### config.mk
export PLATFORM = sky130hd
export DESIGN_NAME = button_conditioner
export DESIGN_NICKNAME = d
export VERILOG_FILES = /design/src/rtl/button_conditioner.sv
export SDC_FILE = /design/constraint.sdc
export NUM_CORES = 1
export LEC_CHECK = 0
export ABC_AREA = 1
export BUFFER_PORTS_ARGS = -buffer_cell sky130_fd_sc_hd__buf_2
export CORE_ASPECT_RATIO = 1.4
export CORE_UTILIZATION = 53
export DETAILED_ROUTE_END_ITERATION = 10
export PLACE_DENSITY = 0.69
export REMOVE_ABC_BUFFERS = 1
export SYNTH_ARGS = -nofsm -noshare
export SYNTH_HDL_FRONTEND = slang
export SYNTH_SLANG_ARGS = --single-unit
### constraint.sdc
create_clock -name clk -period 3.4 [get_ports clk]
set_input_delay 0.51 -clock clk [delete_from_list [all_inputs] [get_ports clk]]
set_output_delay 0.51 -clock clk [all_outputs]
set_load 0.05 [all_outputs]
### src/rtl/button_conditioner.sv
// Conditions the raw up/down push buttons: two-flop synchroniser, debounce,
// press pulse with auto-repeat, and mutual exclusion between the two directions.
module button_conditioner #(
    parameter int CW         = 25,
    parameter int DB_COUNT   = 1000000,
    parameter int HOLD_COUNT = 25000000,
    parameter int RPT_COUNT  = 5000000
) (
    input  logic clk,
    input  logic reset,
    input  logic up_raw,
    input  logic down_raw,
    output logic up,
    output logic down,
    output logic up_level,
    output logic down_level
);
    typedef enum logic [1:0] {IDLE, HOLD, REPEAT} state_t;

    localparam logic [CW-1:0] DB_LAST   = CW'(DB_COUNT - 1);
    localparam logic [CW-1:0] HOLD_LAST = CW'(HOLD_COUNT - 1);
    localparam logic [CW-1:0] RPT_LAST  = CW'(RPT_COUNT - 1);

    // Index 0 is the up button, index 1 the down button.
    logic          raw         [2];
    logic          sync1_reg   [2];
    logic          sync2_reg   [2];
    logic          level_reg   [2];
    logic          level_next  [2];
    logic [CW-1:0] db_cnt_reg  [2];
    logic [CW-1:0] db_cnt_next [2];
    state_t        state_reg   [2];
    state_t        state_next  [2];
    logic [CW-1:0] timer_reg   [2];
    logic [CW-1:0] timer_next  [2];
    logic          pulse_reg   [2];
    logic          pulse_next  [2];

    assign raw[0] = up_raw;
    assign raw[1] = down_raw;

    for (genvar gi = 0; gi < 2; gi++) begin : g_btn
        localparam int OTHER = 1 - gi;
        logic blocked;

        // Looking at the other button's next level as well as its current one
        // keeps the pulses exclusive when both levels rise on the same edge.
        assign blocked = level_reg[OTHER] | level_next[OTHER];

        always_ff @(posedge clk or negedge reset) begin
            if (!reset) begin
                sync1_reg[gi]  <= 1'b0;
                sync2_reg[gi]  <= 1'b0;
                level_reg[gi]  <= 1'b0;
                db_cnt_reg[gi] <= '0;
                state_reg[gi]  <= IDLE;
                timer_reg[gi]  <= '0;
                pulse_reg[gi]  <= 1'b0;
            end else begin
                sync1_reg[gi]  <= raw[gi];
                sync2_reg[gi]  <= sync1_reg[gi];
                level_reg[gi]  <= level_next[gi];
                db_cnt_reg[gi] <= db_cnt_next[gi];
                state_reg[gi]  <= state_next[gi];
                timer_reg[gi]  <= timer_next[gi];
                pulse_reg[gi]  <= pulse_next[gi];
            end
        end

        always_comb begin
            level_next[gi]  = level_reg[gi];
            db_cnt_next[gi] = '0;
            if (sync2_reg[gi] != level_reg[gi]) begin
                if (db_cnt_reg[gi] == DB_LAST) begin
                    level_next[gi] = sync2_reg[gi];
                end else begin
                    db_cnt_next[gi] = db_cnt_reg[gi] + CW'(1);
                end
            end
        end

        // The FSM acts on the next level so the press pulse and the level edge
        // appear on the outputs in the same cycle.
        always_comb begin
            state_next[gi] = state_reg[gi];
            timer_next[gi] = timer_reg[gi];
            pulse_next[gi] = 1'b0;
            case (state_reg[gi])
                IDLE: begin
                    if (level_next[gi]) begin
                        state_next[gi] = HOLD;
                        timer_next[gi] = '0;
                        pulse_next[gi] = !blocked;
                    end
                end
                HOLD: begin
                    if (!level_next[gi]) begin
                        state_next[gi] = IDLE;
                        timer_next[gi] = '0;
                    end else if (blocked) begin
                        timer_next[gi] = '0;
                    end else if (timer_reg[gi] == HOLD_LAST) begin
                        state_next[gi] = REPEAT;
                        timer_next[gi] = '0;
                        pulse_next[gi] = 1'b1;
                    end else begin
                        timer_next[gi] = timer_reg[gi] + CW'(1);
                    end
                end
                REPEAT: begin
                    if (!level_next[gi]) begin
                        state_next[gi] = IDLE;
                        timer_next[gi] = '0;
                    end else if (blocked) begin
                        timer_next[gi] = '0;
                    end else if (timer_reg[gi] == RPT_LAST) begin
                        timer_next[gi] = '0;
                        pulse_next[gi] = 1'b1;
                    end else begin
                        timer_next[gi] = timer_reg[gi] + CW'(1);
                    end
                end
                default: begin
                    state_next[gi] = IDLE;
                    timer_next[gi] = '0;
                end
            endcase
        end
    end

    assign up         = pulse_reg[0];
    assign down       = pulse_reg[1];
    assign up_level   = level_reg[0];
    assign down_level = level_reg[1];
endmodule

==> impl_metrics.py, run 1 <==
metrics = {
    "outcome": {
        "status": "finished clean",
    },
    "route": {
        "wl_mm": 19.4,
        "via_count": 7344,
        "detail_route.vias_per_cell": 5.38,
        "drt-pass1-iter-count": 5,
        "drtIter0Drc": 391,
        "routedWlPerCell_um": 14.2,
        "drc": 0,
        "ant_nets": 0,
    },
    "timing": {
        "min_period_ns": 2.30,
        "worst_slack_ns": 1.10,
        "finalSetupTns_ns": 0,
        "slew_viol_final": 0,
        "post-route-period-util_pct": 67.6,
        "hold_viol": 0,
        "tightest_slew_ns": 0.709,
        "slew-limit-headroom_pct": 52.7,
        "clock.fmax_mhz": 435,
        "rsz0062_at_grt": "no",
        "finalSetupViolCount": 0,
        "final.setup_skew_ns": 0.0134,
    },
    "floorplan": {
        "dieArea_mm2": 0.0154,
        "die_y_um": 146,
        "start_util_pct": 54.3,
        "fp-row-count": 52,
        "ios": 8,
        "core-area_mm2": 0.0145,
        "die_x_um": 105,
    },
    "place": {
        "hpwl_mm": 14.4,
        "port_buffers": 7,
        "place_worst_setup_slack_ns": 1.10,
        "gp_congestion": 0.923,
    },
    "power_and_ir_drop": {
        "power_density_mw_per_mm2": 302,
        "power.share.switching_pct": 23.3,
        "p_leak_nw": 3.68,
        "p_int_w": 0.00193,
        "vdd_drop_max_v": 0.000208,
        "clock_power_share_pct": 44.3,
        "switchingPower_w": 0.000586,
        "power_w": 0.00252,
        "pwr-share-comb_pct": 2.2,
        "p_seq_share_pct": 53.5,
    },
    "clock_tree": {
        "path_clk_slew_ns": 0.08,
        "clkSinkCount": 112,
        "hold_buffers": 0,
        "cts_root_buffer": "clkbuf_16",
        "clk_path_buf_depth": 2,
        "postCtsResizedCells": 0,
        "cts_made_buffers": 9,
        "postCtsSetupBuffers": 0,
        "cts_tree": "yes",
        "clkLatencyLatePin_ns": 0.37,
        "cts_max_level": 3,
    },
    "finish": {
        "drive_above_1_share_pct": 7.23,
        "utilization_pct": 57.4,
        "area_growth_syn_to_layout_pct": 5.70,
        "fillers": 1441,
        "nets": 1187,
        "num_antenna_cells": 0,
    },
    "global_route": {
        "grt_pass1_wl_mm": 33.8,
        "grtUsageTotal_pct": 27.2,
        "grt_overflow_total": 0,
        "grt_max_degree": 75,
        "first_global_vias": 7254,
        "antenna_found_initial": 0,
    },
    "synthesis": {
        "netlist_area_mm2": 0.00789,
        "synth-edff-count": 0,
        "syn_inst": 1176,
        "async_flop_share_pct": 100,
        "ys.flop_type": "dfrtp_1",
        "ys_ff_latch": 112,
        "avgSynthCellArea_um2": 6.70,
        "yosysUniqueCellTypes": 41,
        "ys_seq_area_share_pct": 35.5,
        "synth_warnings": 0,
    },
    "critical_path": {
        "cp_max_fo": 29,
        "worst_setup_path_start_kind": "flip-flop",
        "crit_arrival_ns": 2.59,
        "critPathKind": "reg2reg",
        "required_ns": 3.69,
        "cp-end-kind": "flip-flop",
    },
    "job": {
        "max_cap_violations": 0,
    },
    "hold_path": {
        "min-delay-path-class": "in2async",
    },
}
==> per-layer routing <==
metal  GRT usage, %  vias up  wire length [um]
met5              0        -                 0
met4           10.4        0               455
met3           3.04       36               619
met2           49.3      131              9780
met1           32.8     3403              8560
li1               -     3774                 -
==> per-stage QoR <==
step | instance area [um^2] | hold WS, ns | cells
finish | 8330 | 0.106 | 1365
global placement | 8030 | 0.339 | 1349
detailed placement | 8030 | 0.341 | 1349
CTS | 8330 | 0.120 | 1365
global route | 8330 | 0.137 | 1365
floorplan | 7720 | 0.214 | 1150
==> worst max-delay path, cell delays in order (launching register included) <==
cell,delay [ns]
dfrtp_1,0.39
ha_1,0.19
nand2_1,0.10
nor2_4,0.16
nand2_1,0.09
nor2_2,0.12
nand3_2,0.11
nand2_2,0.45
nand3_1,0.16
nand2_2,0.15
nand2_4,0.12
o21ai_2,0.17
==> final cells by class <==
class	count	area, um^2	share of cell area, %
Multi-Input combinational cell	920	4480	53.7
Sequential cell	112	2800	33.6
Inverter	118	443	5.31
Tap cell	189	236	2.84
Clock buffer	9	225	2.70
Clock inverter	7	77.6	0.931
Timing Repair Buffer	10	72.6	0.871
==> path summary, 6_finish.rpt <==
kind / start / to / slack [ns] / cells after the start
max reg2reg: db_cnt_reg[26] / timer_reg[32] / 1.10 / 11
min reg2reg: sync1_reg[0] / sync2_reg[0] / 0.36 / 0
min in group clk: down_raw / sync1_reg[0] / 0.25 / 1
max: db_cnt_reg[26] / timer_reg[32] / 1.10 / 11
min: reset / db_cnt_reg[46] / 0.11 / 1
max in group asynchronous: reset / db_cnt_reg[12] / 2.51 / 2
==> power groups by stage <==
stage	clock, W	combinational, W	sequential (W)
finish	0.00112	0.0000551	0.00135
detailed placement	0	0.0000580	0.00137
floorplan	0	0.0000189	0.00137
CTS	0.00114	0.0000582	0.00135
global route	0.00117	0.0000655	0.00135
global placement	0	0.0000572	0.00137
==> synth_stat cells, types with 7 or more instances <==
cell / number / share of area (%)
xnor2_1: 9 / 1.0
nand2_1: 358 / 17
xor2_1: 30 / 3.3
nand4_1: 37 / 2.9
nor3_1: 33 / 2.1
inv_2: 7 / 0.33
dfrtp_1: 112 / 36
buf_2: 7 / 0.44
inv_1: 110 / 5.2
o21ai_2: 18 / 2.0
nor2_1: 201 / 9.6
nand3_1: 94 / 6.0
o21ai_0: 24 / 1.5
a21oi_1: 30 / 1.9
nor4_1: 7 / 0.56
ha_1: 12 / 1.9
buf_4: 7 / 0.67
nand2_2: 10 / 0.79
o21bai_1: 7 / 0.67
==> cells by family (layout without fill, tap and decap cells) <==
family,Yosys count,in the layout,share of synthesized area [%]
AND/OR/NAND/NOR,770,770,42.5
buffers and inverters,144,144,7.68
flip-flops,112,112,35.5
AO/OA/AOI/OAI,99,99,8.03
XOR/XNOR,39,39,4.33
adder cells (fa/ha/maj),12,12,1.90
==> cell usage in the layout (no fill, tap or decap), drive strengths merged, types with 12 or more instances in the layout <==
| master | n |
|---|---|
| nand3 | 102 |
| nand4 | 37 |
| o21ai | 44 |
| nand2 | 371 |
| nor2 | 212 |
| inv | 120 |
| dfrtp | 112 |
| ha | 12 |
| xor2 | 30 |
| nor3 | 34 |
| a21oi | 31 |
(Power assumes the default switching activity.)
==> run 2: changes to the inputs <==
Settings changed: PLACE_DENSITY 0.69 to 0.71.
Clock period 3.4 ns to 2 ns, I/O delays scaled along.
==> impl_metrics.py, run 2 (synthesis results as in run 1) <==
metrics = {
    "outcome": {
        "status": "finished clean",
    },
    "route": {
        "routedWlPerCell_um": 14.6,
        "detail_route.vias_per_cell": 5.44,
        "ant_nets": 0,
        "drc": 0,
        "via_count": 7736,
        "drtIter0Drc": 634,
        "wl_mm": 20.8,
        "drt-pass1-iter-count": 8,
    },
    "floorplan": {
        "dieArea_mm2": 0.0154,
        "ios": 8,
        "core-area_mm2": 0.0145,
        "start_util_pct": 54.3,
        "die_y_um": 146,
        "die_x_um": 105,
        "fp-row-count": 52,
    },
    "place": {
        "place_worst_setup_slack_ns": -0.00939,
        "port_buffers": 7,
        "hpwl_mm": 15.5,
        "gp_congestion": 0.965,
    },
    "global_route": {
        "antenna_found_initial": 0,
        "grt_max_degree": 44,
        "grt_pass1_wl_mm": 34.2,
        "first_global_vias": 7247,
        "grtUsageTotal_pct": 27.6,
        "grt_overflow_total": 0,
    },
    "timing": {
        "slew-limit-headroom_pct": 61.2,
        "rsz0062_at_grt": "yes",
        "post-route-period-util_pct": 96.8,
        "clock.fmax_mhz": 516,
        "tightest_slew_ns": 0.582,
        "slew_viol_final": 0,
        "min_period_ns": 1.94,
        "worst_slack_ns": 0.0637,
        "finalSetupViolCount": 0,
        "hold_viol": 0,
        "finalSetupTns_ns": 0,
        "final.setup_skew_ns": 0.00851,
    },
    "clock_tree": {
        "cts_root_buffer": "clkbuf_16",
        "cts_tree": "yes",
        "cts_max_level": 3,
        "clkSinkCount": 112,
        "cts_made_buffers": 9,
        "clkLatencyLatePin_ns": 0.36,
        "clk_path_buf_depth": 2,
        "path_clk_slew_ns": 0.08,
    },
    "finish": {
        "nets": 1243,
        "drive_above_1_share_pct": 15.0,
        "mostFrequentLayoutCell": "nand2_1",
        "num_antenna_cells": 0,
        "area_growth_syn_to_layout_pct": 16.4,
        "final_cell_mix": "nand2_1 (345), nor2_1 (183), dfrtp_1 (112)",
    },
    "power_and_ir_drop": {
        "vdd_drop_max_v": 0.000297,
        "power_density_mw_per_mm2": 464,
        "clock_power_share_pct": 43.8,
        "p_leak_nw": 4.02,
        "pwr-share-comb_pct": 2.5,
        "power.share.switching_pct": 22.8,
        "p_int_w": 0.00329,
        "switchingPower_w": 0.000970,
        "p_seq_share_pct": 53.7,
    },
    "critical_path": {
        "path_cells": "ha_2 -> nand2_2 -> nor2_4 -> nand2_2 -> nor2_4 -> nand3_4 -> nand2_8 -> clkbuf_16 -> nor2_2 -> nand3_1 -> nand2_1 -> nand2_1 -> nand2_1",
        "critPathKind": "reg2reg",
        "cp-end-kind": "flip-flop",
        "crit_family": "simple AND/OR/NAND/NOR gates",
        "critPathSlowestCell": "dfrtp_1",
        "cp_max_fo": 5,
        "critPathBufInv": 1,
        "crit_path_frequent_cell": "nand2_1",
        "crit_arrival_ns": 2.19,
        "r2r_setup_slack_ns": 0.06,
        "required_ns": 2.26,
        "slowest_delay_ns": 0.37,
        "worst_setup_path_start_kind": "flip-flop",
    },
    "job": {
        "max_cap_violations": 0,
    },
    "hold_path": {
        "min-delay-path-class": "in2reg",
    },
}
run 2: path summary, 6_finish.rpt:
check,start,end,depth (start not counted)
max in group asynchronous,reset,timer_reg[13],3
hold / removal,down_raw,sync1_reg[0],1
setup / recovery,db_cnt_reg[25],timer_reg[22],13
setup reg to reg,db_cnt_reg[25],timer_reg[22],13
min in group asynchronous,reset,db_cnt_reg[31],2
hold reg to reg,sync1_reg[1],sync2_reg[1],0
run 2: through the flow:
| step | cell area [um^2] | utilization [%] | std cells | hold WS [ns] | power (W) |
|---|---|---|---|---|---|
| final | 9180 | 63.3 | 1421 | 0.0402 | 0.00426 |
| after global routing | 9180 | 63.3 | 1421 | 0.0313 | 0.00440 |
| after CTS | 8750 | 60.3 | 1415 | 0.0313 | 0.00429 |
| after detailed placement | 8440 | 58.1 | 1398 | 0.285 | 0.00244 |
| after global placement | 8440 | 58.1 | 1398 | 0.283 | 0.00244 |
| after floorplan | 7720 | - | 1150 | 0.00441 | 0.00236 |
run 2: cell type report:
class,instances,area [um^2]
clock buffers,11,233
repair buffers,65,619
flip-flops and latches,112,2800
multi-input cells,921,4760
well taps,189,236
inverters,118,458
clock inverters,5,65.1
fillers,1346,5330
run 2: power by group through the flow:
stage               clock network [W]  logic (W)  registers, W
floorplan                           0  0.0000321       0.00233
global placement                    0   0.000107       0.00233
detailed placement                  0   0.000108       0.00233
CTS                           0.00190   0.000109       0.00229
global route                  0.00199   0.000127       0.00229
finish                        0.00187   0.000108       0.00229
run 2: timing repair:
item	CTS	global route
hold endpoints to repair	30	0
setup buffers	0	2
endpoints found under the setup margin	3	57
gates cloned	0	4
pin swaps	0	24
hold buffers	1	0
gates resized for setup	2	86
run 2: per-layer routing:
metal  GRT usage [%]  share of wire (%)
met4            11.0                3.0
met1            34.8                 43
met3            3.26                3.6
met5               0                  0
met2            47.9                 50
